==> config.mk <==
export PLATFORM = sky130hd
export DESIGN_NAME = vend_mech_responder
export DESIGN_NICKNAME = d
export VERILOG_FILES = /design/src/rtl/vend_mech_responder.sv
export SDC_FILE = /design/constraint.sdc
export NUM_CORES = 1
export LEC_CHECK = 0
export CORE_ASPECT_RATIO = 2
export CORE_MARGIN = 2
export CORE_UTILIZATION = 40
export DETAILED_ROUTE_END_ITERATION = 6
export GPL_TIMING_DRIVEN = 0
export HOLD_SLACK_MARGIN = 0.03
export PLACE_DENSITY_LB_ADDON = 0.2
export SLEW_MARGIN = 20
export SYNTH_ARGS = -nofsm -noshare
export SYNTH_HDL_FRONTEND = slang
export SYNTH_SLANG_ARGS = --single-unit
==> constraint.sdc <==
create_clock -name clk -period 3.3 [get_ports clk]
set_input_delay 0.33 -clock clk [delete_from_list [all_inputs] [get_ports clk]]
set_output_delay 0.33 -clock clk [all_outputs]
set_load 0.01 [all_outputs]
==> src/rtl/vend_mech_responder.sv <==
// Mechanism-side responder: runs motor/coin actuation per request, confirms drops, tracks stock and vends.
// Latency: a request edge seen in IDLE drives outputs two clocks later; no backpressure, requests queue as pending flags.
module vend_mech_responder #(
  parameter int MOTOR_MAX  = 20,
  parameter int SETTLE_CYC = 3,
  parameter int COIN_PULSE = 4,
  parameter int STOCK_W    = 4,
  parameter int STOCK_INIT = 5,
  parameter int CNT_W      = 8
) (
  input  logic               clk,
  input  logic               reset,
  input  logic               dispense_item,
  input  logic               return_coin,
  input  logic               drop_sensor,
  input  logic               fault_clr,
  input  logic               restock,
  output logic               motor_on,
  output logic               coin_release,
  output logic               busy,
  output logic               done,
  output logic               sold_out,
  output logic               fault,
  output logic [STOCK_W-1:0] stock,
  output logic [CNT_W-1:0]   vend_count
);

  localparam int TMAX_A = (MOTOR_MAX > SETTLE_CYC) ? MOTOR_MAX : SETTLE_CYC;
  localparam int TMAX   = (TMAX_A > COIN_PULSE) ? TMAX_A : COIN_PULSE;
  localparam int TW     = $clog2(TMAX + 1);

  typedef enum logic [2:0] {
    IDLE   = 3'd0,
    MOTOR  = 3'd1,
    SETTLE = 3'd2,
    COIN   = 3'd3,
    FAULT  = 3'd4
  } state_t;

  state_t        state;
  logic          disp_q;
  logic          ret_q;
  logic          pend_disp;
  logic          pend_ret;
  logic [TW-1:0] timer;
  logic          disp_edge;
  logic          ret_edge;

  assign disp_edge = dispense_item & ~disp_q;
  assign ret_edge  = return_coin & ~ret_q;
  assign busy      = (state != IDLE);
  assign sold_out  = (stock == '0);

  always_ff @(posedge clk or posedge reset) begin
    if (reset) begin
      state        <= IDLE;
      disp_q       <= 1'b0;
      ret_q        <= 1'b0;
      pend_disp    <= 1'b0;
      pend_ret     <= 1'b0;
      timer        <= '0;
      motor_on     <= 1'b0;
      coin_release <= 1'b0;
      done         <= 1'b0;
      fault        <= 1'b0;
      stock        <= STOCK_W'(STOCK_INIT);
      vend_count   <= '0;
    end else begin
      disp_q <= dispense_item;
      ret_q  <= return_coin;
      done   <= 1'b0;

      // A flag already set absorbs a repeated edge; the service clear below overrides both.
      if (disp_edge) pend_disp <= 1'b1;
      if (ret_edge)  pend_ret  <= 1'b1;

      case (state)
        IDLE: begin
          if (pend_disp) begin
            pend_disp <= 1'b0;
            timer     <= TW'(1);
            if (stock != '0) begin
              state    <= MOTOR;
              motor_on <= 1'b1;
            end else begin
              state        <= COIN;
              coin_release <= 1'b1;
            end
          end else if (pend_ret) begin
            pend_ret     <= 1'b0;
            timer        <= TW'(1);
            state        <= COIN;
            coin_release <= 1'b1;
          end
        end

        MOTOR: begin
          if (drop_sensor) begin
            state      <= SETTLE;
            motor_on   <= 1'b0;
            timer      <= TW'(1);
            vend_count <= vend_count + 1'b1;
            if (stock != '0) stock <= stock - 1'b1;
          end else if (timer == TW'(MOTOR_MAX)) begin
            state    <= FAULT;
            motor_on <= 1'b0;
            fault    <= 1'b1;
          end else begin
            timer <= timer + 1'b1;
          end
        end

        SETTLE: begin
          if (timer == TW'(SETTLE_CYC)) begin
            state <= IDLE;
            done  <= 1'b1;
          end else begin
            timer <= timer + 1'b1;
          end
        end

        COIN: begin
          if (timer == TW'(COIN_PULSE)) begin
            state        <= IDLE;
            coin_release <= 1'b0;
            done         <= 1'b1;
          end else begin
            timer <= timer + 1'b1;
          end
        end

        FAULT: begin
          // Clearing a jam refunds the customer rather than retrying the vend.
          if (fault_clr) begin
            state        <= COIN;
            fault        <= 1'b0;
            coin_release <= 1'b1;
            timer        <= TW'(1);
          end
        end

        default: begin
          state        <= IDLE;
          motor_on     <= 1'b0;
          coin_release <= 1'b0;
          fault        <= 1'b0;
        end
      endcase

      if (restock) stock <= STOCK_W'(STOCK_INIT);
    end
  end

endmodule

==> results of run 1 <==
## cell families (layout without fill, tap and decap cells)
| logic type | Yosys count | after routing | share of synthesized area [%] |
|---|---|---|---|
| fa+ha+maj | 4 | 4 | 3.31 |
| flops | 28 | 28 | 46.5 |
| buf+inv | 15 | 43 | 5.05 |
| compound gates | 31 | 31 | 14.2 |
| xor+xnor | 11 | 11 | 6.37 |
| simple gates | 57 | 57 | 22.8 |
| mux | 2 | 2 | 1.74 |
## per-layer routing
metal,part of all wire [%],GRT usage [%],up-vias
met4,0.70,5.79,0
li1,-,-,565
met5,0,0,-
met2,59,28.0,14
met3,2.1,1.19,2
met1,38,17.0,563
## layout by cell type (no fill, tap or decap), types with 2 or more instances in the layout
cell type	n
a21o_1	2
a21oi_1	7
buf_6	2
clkbuf_1	2
clkbuf_8	3
clkdlybuf4s50_1	24
dfrtp_1	26
dfstp_2	2
ha_1	4
inv_1	8
nand2_1	10
nand2b_1	8
nand3_1	6
nand4_1	2
nor2_1	10
nor2b_1	5
nor3_1	3
nor3b_1	2
o21ai_0	7
o21ai_1	2
o31a_1	2
o31ai_1	4
xnor2_1	6
xor2_1	5
## final cells by class
class,count,area [um^2]
Clock inverter,1,30.0
Clock buffer,3,41.3
Tap cell,49,61.3
Timing Repair Buffer,24,240
Multi-Input combinational cell,105,732
Buffer,6,42.5
Fill cell,350,1720
Inverter,9,33.8
Sequential cell,28,703
## sequential cells by signal, summed over array words and instances, names as in the netlist
register,cells
vend_count,8
timer,5
stock,4
state,3
coin_release,1
disp_q,1
done,1
fault,1
motor_on,1
pend_disp,1
pend_ret,1
ret_q,1
## worst max-delay path, delay by kind of cell, from the launching register on
family	cells	cell delay, ns
buffers and inverters	3	0.80
AND/OR/NAND/NOR	1	0.42
flip-flops	1	0.39
## metrics by stage
stage          total power, mW  hold slack (ns)  std cells  utilization [%]
2_1_floorplan            0.941            0.361        148                -
3_3_place_gp              1.13            0.427        221             50.3
3_5_place_dp              1.16            0.428        221             50.3
4_1_cts                   1.43            0.460        225             52.2
5_1_grt                   1.53            0.479        225             52.2
6_report                  1.41            0.433        225             52.2
## path summary, 6_finish.rpt
path	depth (start not counted)	startpoint	to	slack [ns]
min reg2reg	1	disp_q	pend_disp	0.45
max reg2reg	7	stock[0]	coin_release	1.58
max	4	state[0]	busy	1.08
max in group asynchronous	2	reset	stock[2]	2.48
min in group clk	1	disp_q	pend_disp	0.45
min	2	reset	vend_count[4]	0.43
## power by group through the flow
stage	sequential [mW]	clock [mW]	combinational, mW
floorplan	0.545	0	0.397
global placement	0.539	0	0.592
detailed placement	0.546	0	0.613
CTS	0.539	0.275	0.618
global route	0.554	0.290	0.684
finish	0.539	0.266	0.610
==> results.py, run 1 <==
metrics = {
    "cells_and_area": {
        "synthToLayoutAreaGrowth_pct": 24.7,
        "stdcell_area_um2": 1880,
        "fin_nets": 188,
        "n_antenna_cell": 0,
        "layout-drive-gt1-share_pct": 13.1,
    },
    "cts": {
        "cts_tree": "done",
        "post_cts_buffers": 0,
        "cts_sinks": 28,
        "numCtsBuffers": 3,
        "clockBufferDepth": 2,
        "clkSlewWorstSetupHoldPaths_ns": 0.10,
        "ctsHoldBuffers": 0,
        "cts-resized-gates": 0,
        "htree_levels": 1,
        "clockRootBuffer": "clkbuf_8",
        "clk_latency_ns": 0.27,
    },
    "global_routing": {
        "grt_pass1_vias": 1200,
        "grt_overflow": 0,
        "grt_pass1_wl_um": 5060,
        "track_usage_pct": 15.5,
        "antenna_found_initial": 0,
        "grt_max_degree": 29,
    },
    "yosys": {
        "yosys-top-cells-count": "26 x dfrtp_1, 10 x nand2_1, 10 x nor2_1, 9 x inv_1, 8 x nand2b_1",
        "synth_ff_type": "dfrtp_1",
        "ys_types": 44,
        "syn_nets": 159,
        "avgSynthCellArea_um2": 10.2,
        "synth_area_leaders": "dfrtp_1 43%, dfstp_2 3.5%, xnor2_1 3.5%, ha_1 3.3%, nand2b_1 3.3%",
        "synthArstFlopShare_pct": 100,
        "synth_area_leader_cell": "dfrtp_1",
        "seq_area_frac_synth_pct": 46.5,
        "synth_area_um2": 1510,
        "yosys_warnings": 0,
        "yosys_register_bits": 28,
        "synth_most_common_cell": "dfrtp_1",
        "synth_top_area_share_pct": 43.0,
        "synth_edf_count": 0,
        "synth_cells": 148,
    },
    "placed_design": {
        "dpl_worst_slack_ns": 1.33,
        "finalWeightedCongestion": 0.798,
        "dp_hpwl_um": 2300,
        "port_buffers": 24,
        "dpl_cell_area_um2": 1810,
    },
    "pwr": {
        "powerDensity_nw_per_um2": 751,
        "switchingPower_mw": 0.516,
        "pwr-share-seq_pct": 38.1,
        "peakVddDrop_mv": 0.489,
        "switching_share_pct": 36.5,
        "intPower_mw": 0.899,
        "p_clk_share_pct": 18.8,
        "pwr-share-comb_pct": 43.1,
        "p_leak_nw": 0.815,
    },
    "setup_path": {
        "cp.required_ns": 2.97,
        "crit_path_start_kind": "flop",
        "worst_path_max_delay_cell": "clkdlybuf4s50_1",
        "arrival_ns": 1.89,
        "path_class": "flop to output pin",
        "cp_cell_sequence": "buf_6 -> buf_2 -> or3_1 -> clkdlybuf4s50_1",
        "crit_fanout": 10,
        "slowest_delay_ns": 0.49,
        "endpoint_kind": "output pin",
    },
    "floorplanning": {
        "rows": 31,
        "core_um2": 3610,
        "die_w_um": 47.5,
        "dieHeight_um": 90.9,
        "start_util_pct": 41.9,
        "io_pins": 25,
        "die_area_um2": 4320,
    },
    "timing": {
        "finalMaxSlewViolations": 0,
        "min_period_ns": 2.22,
        "worst_pin_slew_ns": 0.580,
        "finClkSkew_ns": 0.00739,
        "hold_viol": 0,
        "fin_setup_tns_ns": 0,
        "fmaxAchievable_ghz": 0.451,
        "rsz0062_at_grt": "no",
        "setup_ws_ns": 1.08,
        "finalCritPeriodShare_pct": 67.2,
        "max_slew_margin_pct": 61.3,
        "finalSetupViolCount": 0,
    },
    "routing": {
        "dr.pass1.iters": 4,
        "drt.antenna.violating_nets": 0,
        "routed_wl_um": 3000,
        "drt_iter0_markers": 20,
        "vias": 1144,
        "drt-wirelength-per-cell_um": 13.3,
        "routed_via_density": 5.08,
        "route.detailed.drc": 0,
    },
    "run": {
        "cap_viol_max_count": 0,
    },
    "worst_hold_path": {
        "hp-class": "primary input to async pin",
    },
    "outcome": {
        "status": "complete, no violations",
    },
}
Power figures use the tool's default switching activity.
==> inputs of run 2 (changes only) <==
Clock period 3.3 ns to 1.8 ns, I/O delays scaled along.
==> results.py, run 2 (synthesis results as in run 1) <==
metrics = {
    "timing": {
        "worst_pin_slew_ns": 0.578,
        "finalSetupViolCount": 0,
        "min_period_ns": 1.69,
        "hold_viol": 0,
        "finClkSkew_ns": 0.00822,
        "rsz0062_at_grt": "no",
        "whs_ns": 0.283,
        "finalCritPeriodShare_pct": 93.9,
        "finalMaxSlewViolations": 0,
        "fmaxAchievable_ghz": 0.592,
        "max_slew_margin_pct": 61.4,
    },
    "cells_and_area": {
        "layout_commonest_cell": "dfrtp_1",
        "n_antenna_cell": 0,
        "layout-drive-gt1-share_pct": 15.8,
        "synthToLayoutAreaGrowth_pct": 25.7,
        "top_regs": "vend_count: 8 flops, timer: 5 flops, stock: 4 flops",
        "largest_register": "vend_count",
        "layout_common_cells": "26 x dfrtp_1, 22 x clkdlybuf4s50_1, 10 x nand2_1, 10 x nor2_1",
        "largest_reg_flops": 8,
        "stdcell_area_um2": 1900,
        "fin_nets": 189,
    },
    "placed_design": {
        "dp_hpwl_um": 2300,
        "dpl_cell_area_um2": 1810,
        "port_buffers": 24,
        "finalWeightedCongestion": 0.798,
    },
    "outcome": {
        "status": "complete, no violations",
    },
    "setup_path": {
        "crit_path_start": "stock[0]",
        "crit_fanout": 3,
        "slowest_delay_ns": 0.55,
        "reg2reg_slack_ns": 0.12,
        "cp_cell_sequence": "inv_1 -> ha_1 -> nor3b_2 -> dlygate4sd2_1",
        "crit_path_start_kind": "flop",
        "reg2reg_to": "coin_release",
        "reg2reg_from": "stock[0]",
        "path_class": "flop to output pin",
        "worst_path_max_delay_cell": "dfstp_2",
        "cp.required_ns": 1.62,
        "endpoint_kind": "output pin",
        "reg2regPathDepth": 7,
        "arrival_ns": 1.51,
    },
    "global_routing": {
        "grt_pass1_wl_um": 5100,
        "antenna_found_initial": 0,
        "grt_max_degree": 29,
        "track_usage_pct": 15.6,
        "grt_pass1_vias": 1220,
        "grt_overflow": 0,
    },
    "worst_hold_path": {
        "hp-class": "primary input to async pin",
    },
    "routing": {
        "drt.antenna.violating_nets": 0,
        "drt_iter0_markers": 35,
        "route.detailed.drc": 0,
        "routed_via_density": 5.09,
        "drt-wirelength-per-cell_um": 13.4,
        "dr.pass1.iters": 4,
        "vias": 1151,
        "routed_wl_um": 3020,
    },
    "cts": {
        "clockBufferDepth": 2,
        "clockRootBuffer": "clkbuf_8",
        "htree_levels": 1,
        "ctsHoldBuffers": 0,
        "cts_sinks": 28,
        "cts_tree": "done",
        "clk_latency_ns": 0.27,
        "numCtsBuffers": 3,
        "clkSlewWorstSetupHoldPaths_ns": 0.10,
    },
    "pwr": {
        "peakVddDrop_mv": 0.807,
        "switching_share_pct": 36.4,
        "pwr-share-seq_pct": 37.7,
        "intPower_mw": 1.66,
        "pwr-share-comb_pct": 43.6,
        "switchingPower_mw": 0.951,
        "p_leak_nw": 0.829,
        "powerDensity_nw_per_um2": 1380,
        "p_clk_share_pct": 18.6,
    },
    "floorplanning": {
        "rows": 31,
        "core_um2": 3610,
        "io_pins": 25,
        "die_area_um2": 4320,
        "start_util_pct": 41.9,
        "dieHeight_um": 90.9,
        "die_w_um": 47.5,
    },
    "run": {
        "cap_viol_max_count": 0,
    },
}
-- run 2: routing by layer --
| metal | wire [um] | global-route usage, % | vias to the layer above |
|---|---|---|---|
| li1 | - | - | 571 |
| met1 | 1190 | 17.0 | 564 |
| met2 | 1740 | 28.0 | 14 |
| met3 | 65 | 1.19 | 2 |
| met4 | 25 | 6.48 | 0 |
| met5 | 0 | 0 | - |
-- run 2: layout make-up --
type / count / area, um^2
Buffer: 6 / 46.3
Clock buffer: 3 / 41.3
Clock inverter: 1 / 30.0
Fill cell: 353 / 1710
Inverter: 9 / 33.8
Multi-Input combinational cell: 105 / 742
Sequential cell: 28 / 703
Tap cell: 49 / 61.3
Timing Repair Buffer: 25 / 241
-- run 2: worst max path at each step --
stage	cells after the start	to
after floorplan	7	coin_release
after global placement	6	state[0]
after detailed placement	6	state[0]
after CTS	4	busy
after global routing	6	timer[3]
final	4	sold_out
-- run 2: through the flow --
stage | setup WS [ns] | setup TNS (ns) | std cells | utilization (%) | total power [mW]
floorplan | 0.138 | 0 | 148 | - | 1.73
detailed placement | -0.0244 | -0.0244 | 221 | 50.3 | 2.12
CTS | 0.0131 | 0 | 226 | 52.8 | 2.65
finish | 0.110 | 0 | 226 | 52.7 | 2.61
global placement | 0.0166 | 0 | 221 | 50.3 | 2.07
global route | 0.000804 | 0 | 226 | 52.7 | 2.82
-- run 2: worst max-delay path, delay by kind of cell, from the launching register on --
kind	cells	cell delay, ns
flip-flops	1	0.55
buffers and inverters	2	0.32
adder cells (fa/ha/maj)	1	0.20
AND/OR/NAND/NOR	1	0.17
-- run 2: power by group through the flow --
stage / registers, mW / clock network (mW) / logic (mW)
after floorplan: 0.998 / 0 / 0.727
after global placement: 0.989 / 0 / 1.09
after detailed placement: 1.00 / 0 / 1.12
after CTS: 0.984 / 0.504 / 1.16
after global routing: 1.01 / 0.532 / 1.28
final: 0.985 / 0.487 / 1.14
-- run 2: timing repair --
action	CTS	global route
setup endpoints to repair	2	1
setup buffers	1	0
resized for setup	7	1
endpoints found under the hold margin	0	0
